## config.mk

```make
export PLATFORM = sky130hd
export DESIGN_NAME = uart_rx_core
export DESIGN_NICKNAME = d
export VERILOG_FILES = /design/src/rtl/uart_pkg.sv /design/src/rtl/uartrxfifo.sv /design/src/rtl/uart_rx_core.sv
export SDC_FILE = /design/constraint.sdc
export NUM_CORES = 1
export LEC_CHECK = 0
export CORE_ASPECT_RATIO = 2
export CORE_MARGIN = 2
export CORE_UTILIZATION = 35
export CTS_BUF_LIST = sky130_fd_sc_hd__clkbuf_4
export CTS_CLUSTER_SIZE = 40
export DETAILED_ROUTE_END_ITERATION = 10
export PLACE_DENSITY_LB_ADDON = 0.15
export SYNTH_ARGS = -nofsm -noshare
export SYNTH_HDL_FRONTEND = slang
export SYNTH_SLANG_ARGS = --single-unit
```

## constraint.sdc

```tcl
create_clock -name PCLK -period 26.9 [get_ports PCLK]
set_input_delay 2.69 -clock PCLK [delete_from_list [all_inputs] [get_ports PCLK]]
set_output_delay 2.69 -clock PCLK [all_outputs]
set_load 0.05 [all_outputs]
```

## src/rtl/uart_pkg.sv

```systemverilog
// rtl/uart_pkg.sv - shared state encodings, trigger levels and LCR decoding for the UART receive path
package uart_pkg;

  typedef logic [2:0] rxstate_t;

  localparam rxstate_t RX_IDLE   = 3'd0;
  localparam rxstate_t RX_START  = 3'd1;
  localparam rxstate_t RX_DATA   = 3'd2;
  localparam rxstate_t RX_PARITY = 3'd3;
  localparam rxstate_t RX_STOP   = 3'd4;
  localparam rxstate_t RX_BREAK  = 3'd5;

  localparam logic [4:0] TRIG_LVL_1  = 5'd1;
  localparam logic [4:0] TRIG_LVL_4  = 5'd4;
  localparam logic [4:0] TRIG_LVL_8  = 5'd8;
  localparam logic [4:0] TRIG_LVL_14 = 5'd14;

  // Stored entry layout: {break, framing, parity, data[7:0]}
  localparam int ENTRY_W = 11;

  function automatic logic [4:0] trig_level(input logic [1:0] sel);
    case (sel)
      2'b00:   return TRIG_LVL_1;
      2'b01:   return TRIG_LVL_4;
      2'b10:   return TRIG_LVL_8;
      default: return TRIG_LVL_14;
    endcase
  endfunction

  function automatic logic [3:0] word_bits(input logic [1:0] wl);
    return 4'd5 + {2'b00, wl};
  endfunction

endpackage

```

## src/rtl/uartrxfifo.sv

```systemverilog
// rtl/uartrxfifo.sv - RX character buffer with per-entry error tracking
// In single mode the buffer behaves as a one-entry holding register that is overwritten when full.
module uartrxfifo
  import uart_pkg::*;
#(
  parameter int  DEPTH = 16,
  localparam int AW    = $clog2(DEPTH),
  localparam int CW    = AW + 1
) (
  input  logic               clk,
  input  logic               rst,
  input  logic               clr,
  input  logic               single,
  input  logic               push,
  input  logic [ENTRY_W-1:0] push_data,
  input  logic               pop,
  output logic [ENTRY_W-1:0] head,
  output logic [CW-1:0]      count,
  output logic               full,
  output logic               err_any
);

  logic [ENTRY_W-1:0] mem_q [DEPTH];
  logic [ENTRY_W-1:0] mem_d [DEPTH];
  logic [AW-1:0]      rd_ptr_q, rd_ptr_d;
  logic [AW-1:0]      wr_ptr_q, wr_ptr_d;
  logic [CW-1:0]      count_q, count_d;
  logic [CW-1:0]      errcnt_q, errcnt_d;
  logic               do_pop, do_push, do_over;
  logic               head_err, in_err;

  assign head_err = |mem_q[rd_ptr_q][ENTRY_W-1:8];
  assign in_err   = |push_data[ENTRY_W-1:8];
  assign full     = single ? (count_q != '0) : (count_q == CW'(DEPTH));
  assign do_pop   = pop && (count_q != '0);
  assign do_push  = push && (!full || do_pop);
  assign do_over  = push && full && !do_pop && single;

  always_comb begin
    mem_d    = mem_q;
    rd_ptr_d = rd_ptr_q;
    wr_ptr_d = wr_ptr_q;
    count_d  = count_q;
    errcnt_d = errcnt_q;
    if (clr) begin
      rd_ptr_d = '0;
      wr_ptr_d = '0;
      count_d  = '0;
      errcnt_d = '0;
    end else begin
      if (do_over) begin
        mem_d[rd_ptr_q] = push_data;
      end
      if (do_push) begin
        mem_d[wr_ptr_q] = push_data;
        wr_ptr_d        = wr_ptr_q + AW'(1);
      end
      if (do_pop) begin
        rd_ptr_d = rd_ptr_q + AW'(1);
      end
      count_d  = count_q + CW'(do_push) - CW'(do_pop);
      // An overwrite retires the old head's error and adds the new one's
      errcnt_d = errcnt_q + CW'((do_push || do_over) && in_err)
                          - CW'((do_pop || do_over) && head_err);
    end
  end

  always_ff @(posedge clk) begin
    if (rst) begin
      rd_ptr_q <= '0;
      wr_ptr_q <= '0;
      count_q  <= '0;
      errcnt_q <= '0;
    end else begin
      rd_ptr_q <= rd_ptr_d;
      wr_ptr_q <= wr_ptr_d;
      count_q  <= count_d;
      errcnt_q <= errcnt_d;
    end
  end

  always_ff @(posedge clk) begin
    mem_q <= mem_d;
  end

  assign head    = (count_q != '0) ? mem_q[rd_ptr_q] : '0;
  assign count   = count_q;
  assign err_any = (errcnt_q != '0);

endmodule

```

## src/rtl/uart_rx_core.sv

```systemverilog
// rtl/uart_rx_core.sv - UART receive datapath: synchronizer, 16x baud sampler, frame FSM and RX buffer
module uart_rx_core
  import uart_pkg::*;
#(
  parameter int  FIFO_DEPTH = 16,
  localparam int CW         = $clog2(FIFO_DEPTH) + 1
) (
  input  logic          PCLK,
  input  logic          PRESET,
  input  logic          SIN,
  input  logic [15:0]   Divisor,
  input  logic [1:0]    WordLen,
  input  logic          ParityEn,
  input  logic          EvenParity,
  input  logic          StickParity,
  input  logic          FifoEn,
  input  logic          FifoClr,
  input  logic [1:0]    TrigLvl,
  input  logic          Pop,
  input  logic          ClrOverrun,
  output logic [7:0]    RxData,
  output logic [2:0]    RxErr,
  output logic          DataReady,
  output logic          Overrun,
  output logic          FifoErr,
  output logic          TrigHit,
  output logic [CW-1:0] Count
);

  logic               sync1_q, sync1_d, rxd_q, rxd_d;
  logic [15:0]        baud_q, baud_d, div_eff;
  logic               tick;
  rxstate_t           state_q, state_d;
  logic [3:0]         samp_q, samp_d;
  logic [2:0]         bitcnt_q, bitcnt_d;
  logic [7:0]         data_q, data_d;
  logic               perr_q, perr_d;
  logic               par_bit_q, par_bit_d;
  logic               fifo_en_q, fifo_en_d;
  logic               overrun_q, overrun_d;
  logic [3:0]         nbits;
  logic               exp_par, brk;
  logic               push, clr_any, pop_eff, fifo_full, ov_set;
  logic [ENTRY_W-1:0] push_entry, head;
  logic [4:0]         trig_thr;

  assign sync1_d = SIN;
  assign rxd_d   = sync1_q;
  assign div_eff = (Divisor == 16'd0) ? 16'd1 : Divisor;
  // >= rather than == so a divisor lowered mid-count still wraps promptly
  assign tick    = (baud_q >= div_eff - 16'd1);
  assign baud_d  = tick ? 16'd0 : baud_q + 16'd1;
  assign nbits   = word_bits(WordLen);
  assign exp_par = StickParity ? ~EvenParity : ((^data_q) ^ ~EvenParity);
  assign brk     = !rxd_q && (data_q == 8'h00) && !par_bit_q;

  always_comb begin
    state_d    = state_q;
    samp_d     = tick ? samp_q + 4'd1 : samp_q;
    bitcnt_d   = bitcnt_q;
    data_d     = data_q;
    perr_d     = perr_q;
    par_bit_d  = par_bit_q;
    push       = 1'b0;
    push_entry = '0;
    case (state_q)
      RX_IDLE: begin
        if (!rxd_q) begin
          state_d = RX_START;
          samp_d  = 4'd0;
        end
      end
      RX_START: begin
        if (tick && samp_q == 4'd7) begin
          if (rxd_q) begin
            state_d = RX_IDLE;
          end else begin
            state_d   = RX_DATA;
            samp_d    = 4'd0;
            bitcnt_d  = 3'd0;
            data_d    = 8'h00;
            perr_d    = 1'b0;
            par_bit_d = 1'b0;
          end
        end
      end
      RX_DATA: begin
        if (tick && samp_q == 4'd15) begin
          data_d[bitcnt_q] = rxd_q;
          bitcnt_d         = bitcnt_q + 3'd1;
          if ({1'b0, bitcnt_q} == nbits - 4'd1) begin
            state_d = ParityEn ? RX_PARITY : RX_STOP;
          end
        end
      end
      RX_PARITY: begin
        if (tick && samp_q == 4'd15) begin
          par_bit_d = rxd_q;
          perr_d    = (rxd_q != exp_par);
          state_d   = RX_STOP;
        end
      end
      RX_STOP: begin
        if (tick && samp_q == 4'd15) begin
          push       = 1'b1;
          push_entry = brk ? {3'b111, 8'h00} : {1'b0, !rxd_q, perr_q, data_q};
          state_d    = brk ? RX_BREAK : RX_IDLE;
        end
      end
      RX_BREAK: begin
        if (rxd_q) begin
          state_d = RX_IDLE;
        end
      end
      default: state_d = RX_IDLE;
    endcase
  end

  assign fifo_en_d = FifoEn;
  assign clr_any   = FifoClr || (FifoEn != fifo_en_q);
  assign pop_eff   = Pop && DataReady;
  assign ov_set    = push && fifo_full && !pop_eff && !clr_any;
  assign overrun_d = ov_set ? 1'b1 : (ClrOverrun ? 1'b0 : overrun_q);

  always_ff @(posedge PCLK) begin
    if (PRESET) begin
      sync1_q   <= 1'b1;
      rxd_q     <= 1'b1;
      baud_q    <= 16'd0;
      state_q   <= RX_IDLE;
      samp_q    <= 4'd0;
      bitcnt_q  <= 3'd0;
      data_q    <= 8'h00;
      perr_q    <= 1'b0;
      par_bit_q <= 1'b0;
      fifo_en_q <= 1'b0;
      overrun_q <= 1'b0;
    end else begin
      sync1_q   <= sync1_d;
      rxd_q     <= rxd_d;
      baud_q    <= baud_d;
      state_q   <= state_d;
      samp_q    <= samp_d;
      bitcnt_q  <= bitcnt_d;
      data_q    <= data_d;
      perr_q    <= perr_d;
      par_bit_q <= par_bit_d;
      fifo_en_q <= fifo_en_d;
      overrun_q <= overrun_d;
    end
  end

  uartrxfifo #(
    .DEPTH(FIFO_DEPTH)
  ) u_fifo (
    .clk      (PCLK),
    .rst      (PRESET),
    .clr      (clr_any),
    .single   (!FifoEn),
    .push     (push),
    .push_data(push_entry),
    .pop      (Pop),
    .head     (head),
    .count    (Count),
    .full     (fifo_full),
    .err_any  (FifoErr)
  );

  assign trig_thr  = trig_level(TrigLvl);
  assign RxData    = head[7:0];
  assign RxErr     = head[10:8];
  assign DataReady = (Count != '0);
  assign Overrun   = overrun_q;
  assign TrigHit   = FifoEn ? (32'(Count) >= 32'(trig_thr)) : DataReady;

endmodule

```

**After elaboration in Yosys (flattened, before gate mapping)**

Index checks and enable logic that the tools add are counted.

- Add/subtract/negate cells: 12
- Multiply operators: 0
- Divide/modulo/power cells: 0
- $lt $le $gt $ge: 8
- Eq/ne operators: 21
- Shifts and indexed selects: 0
- Mux-type cells: 57
- Bitwise gates (word level): 4
- Reduce and logical (&&, ||, !) cells: 42

Operator list:

| kind | number |
|---|---|
| 176-bit two-way mux | 3 |
| 176-bit bitwise mux | 2 |
| 11-bit demux with 4-bit select | 2 |
| 11-bit two-way mux | 8 |
| 11-bit binary-select mux with 4-bit select | 1 |
| 3-bit two-way mux | 12 |
| 8-bit two-way mux | 3 |
| 3-bit one-hot mux with 6 select lines | 1 |
| 16-bit by 1-bit adder with 16-bit output, second input constant | 1 |
| 16-bit >= comparator | 1 |
| 16-bit zero test | 1 |
| 16-bit two-way mux | 1 |
| 2-bit != test, second input constant | 8 |
| 8-bit one-hot mux with 2 select lines | 1 |
| 16-bit by 1-bit subtractor with 16-bit output, second input constant | 1 |
| 1-bit logical AND | 15 |
| 4-bit by 1-bit adder with 4-bit output, second input constant | 3 |
| 1-bit two-way mux | 12 |
| 4-bit two-way mux | 3 |
| 4-bit one-hot mux with 3 select lines | 1 |
| 5-bit by 1-bit adder with 5-bit output | 2 |
| 5-bit >= comparator, second input constant | 2 |
| 5-bit by 1-bit less-than comparator with 1-bit output, second input constant | 2 |
| 4-bit NOT with 5-bit output | 2 |
| 37 further kinds | 56 |

- Flip-flop bits (word level): 234
- Bits in latches: 0
- RAM bits: 0
- ROM bits: 0
- Bits of input ports: 30
- Output and inout bits: 20
- Word-level logic and storage cells: 175
- Memories: 0

**Logic depth before layout (Yosys ltp)**

- Depth in word-level cells: 14
- Mapped depth: 28
- Depth with buffers taken out: 26

**By module**

Synthesis repeated with hierarchy kept, for this count alone.

- Cells, all modules: 1056
- Area total of the unflattened synthesis: 13721.9 um^2

Modules (own cells, without submodules):

| module | times used | cells each | area each (um^2) | sequential area each (um^2) |
|---|---|---|---|---|
| uartrxfifo | 1 | 661 | 10695.3 | 5645.4 |
| uart_rx_core | 1 | 395 | 3026.7 | 800.8 |

**Least setup slack after synthesis**

OpenSTA, ideal clock, no wires.

- Path type: input -> register
- Start: in FifoEn
- End: reg u_fifo.count_q[2] (netlist: u_fifo.count[2])
- Library setup time: 0.066 ns
- Arrival: 12.089 ns
- Required time: 26.834 ns
- Slack: 14.746 ns
- Stages on the path: 5
- Path buffers: 1
- Cell sequence: xor2_1 > nor2_1 > nand2_1 > clkbuf_1 > nor2_1

- Word-level cells in the longest chain between the ends: 6
- Elaborated cells between the ends (all ways): 9
- Those cells by class: add/sub (2); eq/ne (1); mux (1); reduce/logical (5)

RTL lines:

| element | RTL line | RTL |
|---|---|---|
| from (decl) | uart_rx_core.sv:16 | `input logic FifoEn,` |
| 1-bit two-way mux | uartrxfifo.sv:34 | `assign full = single ? (count_q != '0) : (count_q == CW'(DEPTH));` |
| 1-bit zero test | uartrxfifo.sv:36 | `assign do_push = push && (!full \|\| do_pop);` |
| 1-bit logical OR | uartrxfifo.sv:36 |  |
| 1-bit logical AND | uartrxfifo.sv:36 |  |
| 5-bit by 1-bit adder with 5-bit output | uartrxfifo.sv:61 | `count_d = count_q + CW'(do_push) - CW'(do_pop);` |
| 5-bit by 1-bit subtractor with 5-bit output | uartrxfifo.sv:61 |  |
| to (signal assigned) | uartrxfifo.sv:77 | `count_q <= count_d;` |
| to (decl) | uartrxfifo.sv:27 | `logic [CW-1:0] count_q, count_d;` |

Parallel ways exist; a longest one is shown, timed or not.
A chain may end at the register's enable or synchronous reset.

**Worst setup path after layout**

- Start: in Divisor[7]
- End: reg u_fifo.errcnt_q[4]

- Word-level cells in the longest chain between the ends: 14
- Elaborated cells between the ends (all ways): 20
- Those cells by class: add/sub (3); order compare (1); mux (5); reduce/logical (11)

RTL lines:

| element | RTL line | RTL |
|---|---|---|
| from (decl) | uart_rx_core.sv:11 | `input logic [15:0] Divisor,` |
| 16-bit zero test | uart_rx_core.sv:49 | `assign div_eff = (Divisor == 16'd0) ? 16'd1 : Divisor;` |
| 16-bit two-way mux * | uart_rx_core.sv:49 |  |
| 16-bit by 1-bit subtractor with 16-bit output * | uart_rx_core.sv:51 | `assign tick = (baud_q >= div_eff - 16'd1);` |
| 16-bit >= comparator * | uart_rx_core.sv:51 |  |
| 1-bit logical AND * | uart_rx_core.sv:104 | `if (tick && samp_q == 4'd15) begin` |
| 1-bit two-way mux | uart_rx_core.sv:104 |  |
| 1-bit two-way mux | uart_rx_core.sv:66 | `case (state_q)` |
| 1-bit logical AND (3 in series) | uartrxfifo.sv:37 | `assign do_over = push && full && !do_pop && single;` |
| 1-bit logical OR | uartrxfifo.sv:63 | `errcnt_d = errcnt_q + CW'((do_push \|\| do_over) && in_err)` |
| 1-bit logical AND | uartrxfifo.sv:63 |  |
| 5-bit by 1-bit adder with 5-bit output | uartrxfifo.sv:63 |  |
| 5-bit by 1-bit subtractor with 5-bit output * | uartrxfifo.sv:64 | `- CW'((do_pop \|\| do_over) && head_err);` |
| to (signal assigned) | uartrxfifo.sv:78 | `errcnt_q <= errcnt_d;` |
| to (decl) | uartrxfifo.sv:28 | `logic [CW-1:0] errcnt_q, errcnt_d;` |

Every way passes the cells marked *; elsewhere a longest branch is shown, timed or not.

==> metrics.txt <==
CTS Buf Count=55; num rows=100; Final nets=between 1000 and 1500; status=finished, final reports clean; RSZ-0062 raised after global routing=false; Mapped Avg Cell Area=10.63 µm²; Fillers=3691; Net Count, Synth=1308; Initial Util=35.23%; post-route cell area=14750 µm²; Placement Cell Area=14040 µm²; critical path's slowest cell=or4_1; Worst VDD drop=0.02208 mV; post-route clock skew=28.21 ps; CP top delay family=simple AND/OR/NAND/NOR gates; gr usage total=between 20 and 25%; vias in the first global route=10060; Synth Flop Type=edfxtp_1; chip width=about 140 µm; Max Root-Sink Buffers=3; WL/cell=22.17 µm; CP most frequent cell=ha_1; H-tree Lvls=2; clock transition at the registers of the reported paths=80 ps; # port buffers=between 40 and 50; # IOs=50; sequential area share after synthesis=49.40%; die area=roughly 39000 µm²; CTS tree=done; total core area=between 30000 and 40000 µm²; initial antenna violation count=1; Area Growth Syn to Fin=13.00%; Max FO, Critical Path=22; ys async rst share=0%; HPWL Detailed=27240 µm; largest cells by area after synthesis=edfxtp_1 41%, mux4_2 9.5%, dfxtp_1 8.9%, nand2_1 5.7%, o21ai_1 5.1%; Arrival @ worst endpoint=9310 ps; largest net degree at the start of global routing=around 180; DR DRC count=0; final number of max-transition violations=0; fmax=114.6 MHz; commonest cells in the netlist=198 x nand2_1, 176 x edfxtp_1, 134 x o21ai_1, 77 x nor2_1, 66 x inv_1; Hold WC Path Type=reg -> reg; Detailed Route Iter0 Violations=669; CP Capture Type=flip-flop; Leak=5.341 nW; Post-synth EDFFs=176; GPL Wtd Cong=0.8636; drt first pass iters=7; crit-path max cell delay=580 ps; first-pass GRT wire length=60330 µm; hold buffers post-CTS=0; most frequent cell after synthesis=nand2_1; Die Y=277.1 µm; CTS root buf=clkbuf_4; worst rel slew slack=roughly a tenth; Startpoint Class=input pin; Synth area leader=edfxtp_1; Final setup viols=0; Clock Sinks=234; Worst-Skew Late Latency=730 ps; CTS resizes=0; Gate Count Post-Synth=~1200; multi-input logic area=between 6000 and 7000 µm²; post-synth top area share=roughly 40%; WL final=39380 µm; max-cap viol count=0; postcts setup bufs=0; yosys warns=0; sequential cell area=6451 µm²; global route overflow=0; FF+latch count, synth=234; post-route ant nets=0; Buf/Inv on CP=4; Fin. Hold Viols=0; synthesized area=13050 µm²; PwrDens=51.35 nW/µm²; Critical Path RT=27490 ps; Worst-Margin Slew=1355 ps; setup TNS=0 ps; period utilization=32.43%; layout cell share with drive strength beyond 1=15.50%; via density per instance=5.388; DR vias=9569; min Tclk post-route=8724 ps; unique cell type count in the Yosys netlist=73; crit path kind=in -> reg
## worst paths after layout
kind	end	startpoint	slack (ps)	cells past startpoint
hold / removal	rxd_q	rxd_d	410	1
hold reg to reg	rxd_q	rxd_d	410	1
setup / recovery	u_fifo.errcnt_q[4]	Divisor[7]	18180	27
setup reg to reg	u_fifo.errcnt_q[4]	u_fifo.rd_ptr_q[0]	22440	14
## cell usage in the layout (no fill, tap or decap), types with 3 or more instances in the layout
| cell type | count |
|---|---|
| mux2i_1 | 21 |
| a21o_1 | 5 |
| edfxtp_1 | 176 |
| inv_1 | 66 |
| xnor2_1 | 30 |
| nor3b_1 | 3 |
| nor2b_1 | 7 |
| a32oi_1 | 7 |
| a211oi_1 | 16 |
| and2_1 | 15 |
| xor2_1 | 19 |
| mux4_2 | 55 |
| and3_1 | 15 |
| nand2b_1 | 3 |
| ha_1 | 48 |
| nor3_1 | 9 |
| clkinv_1 | 15 |
| nand2_1 | 198 |
| o21ai_1 | 134 |
| buf_4 | 22 |
| dfxtp_1 | 56 |
| a22oi_1 | 9 |
| clkdlybuf4s50_1 | 49 |
| a32oi_2 | 3 |
| nand4_1 | 9 |
| a21oi_1 | 25 |
| or3_1 | 8 |
| nand3_1 | 14 |
| a41oi_2 | 14 |
| a211oi_2 | 3 |
| clkbuf_4 | 85 |
| a31oi_1 | 7 |
| nor2_1 | 76 |
| o21ai_0 | 44 |
## cell type report
cell class	instances	area share [%]
antenna	1	0.01697
clock buffer	85	4.328
clock inverter	16	0.4328
inverter	68	1.731
multi-input combinational	841	41.26
sequential	234	43.75
tap	459	3.895
timing repair buffer	72	4.582
## flip-flops by register name, summed over array words and instances, names as in the netlist
register and count:
par_bit_q 1, rxd_q 1, data_q 8, fifo_en_q 1, u_fifo.rd_ptr_q 4, state_q 3
samp_q 4, bitcnt_q 3, perr_q 1, u_fifo.errcnt_q 5, rxd_d 1, u_fifo.wr_ptr_q 4
u_fifo.count 5, Overrun 1, baud_q 16, u_fifo.mem_q 176
## power by group
part           leakage, nW  switching, mW  internal (mW)
Sequential            2.12        0.00881          0.408
Combinational         2.80         0.0255         0.0199
Clock                0.415          0.152          0.143
Total                 5.34          0.186          0.571
## metal layers
metal | GRT usage, % | share of wire [%] | up-vias | wire length, µm
li1 | - | - | 4609 | -
met5 | 0 | 0 | - | 0
met2 | 40.17 | 56 | 238 | 21980
met1 | 21.09 | 35 | 4614 | 13840
met4 | 10.36 | 5.4 | 0 | 2132
met3 | 2.455 | 3.6 | 108 | 1418
## metrics by stage
stage	hold WS (ps)	std cells	total power [mW]	setup slack, ps	util (%)
2_1_floorplan	389.5	1228	0.4565	14750	-
3_3_place_gp	397.9	1674	0.4695	17500	37.91
3_5_place_dp	399.3	1674	0.4708	17420	37.91
4_1_cts	418.2	1775	0.7683	18220	39.81
5_1_grt	445.5	1776	0.7873	17770	39.81
6_report	414.4	1776	0.7571	18180	39.81
## logic make-up (layout without fill, tap and decap cells)
family	count (synthesis)	in the layout	share of synthesized area [%]
other cells	0	1	0
xor+xnor	49	49	3.289
simple gates	376	376	12.89
buf+inv	153	241	4.948
mux	78	78	11.28
fa+ha+maj	50	50	4.909
flops	234	234	49.40
compound gates	288	288	13.29
(Power assumes the default switching activity.)
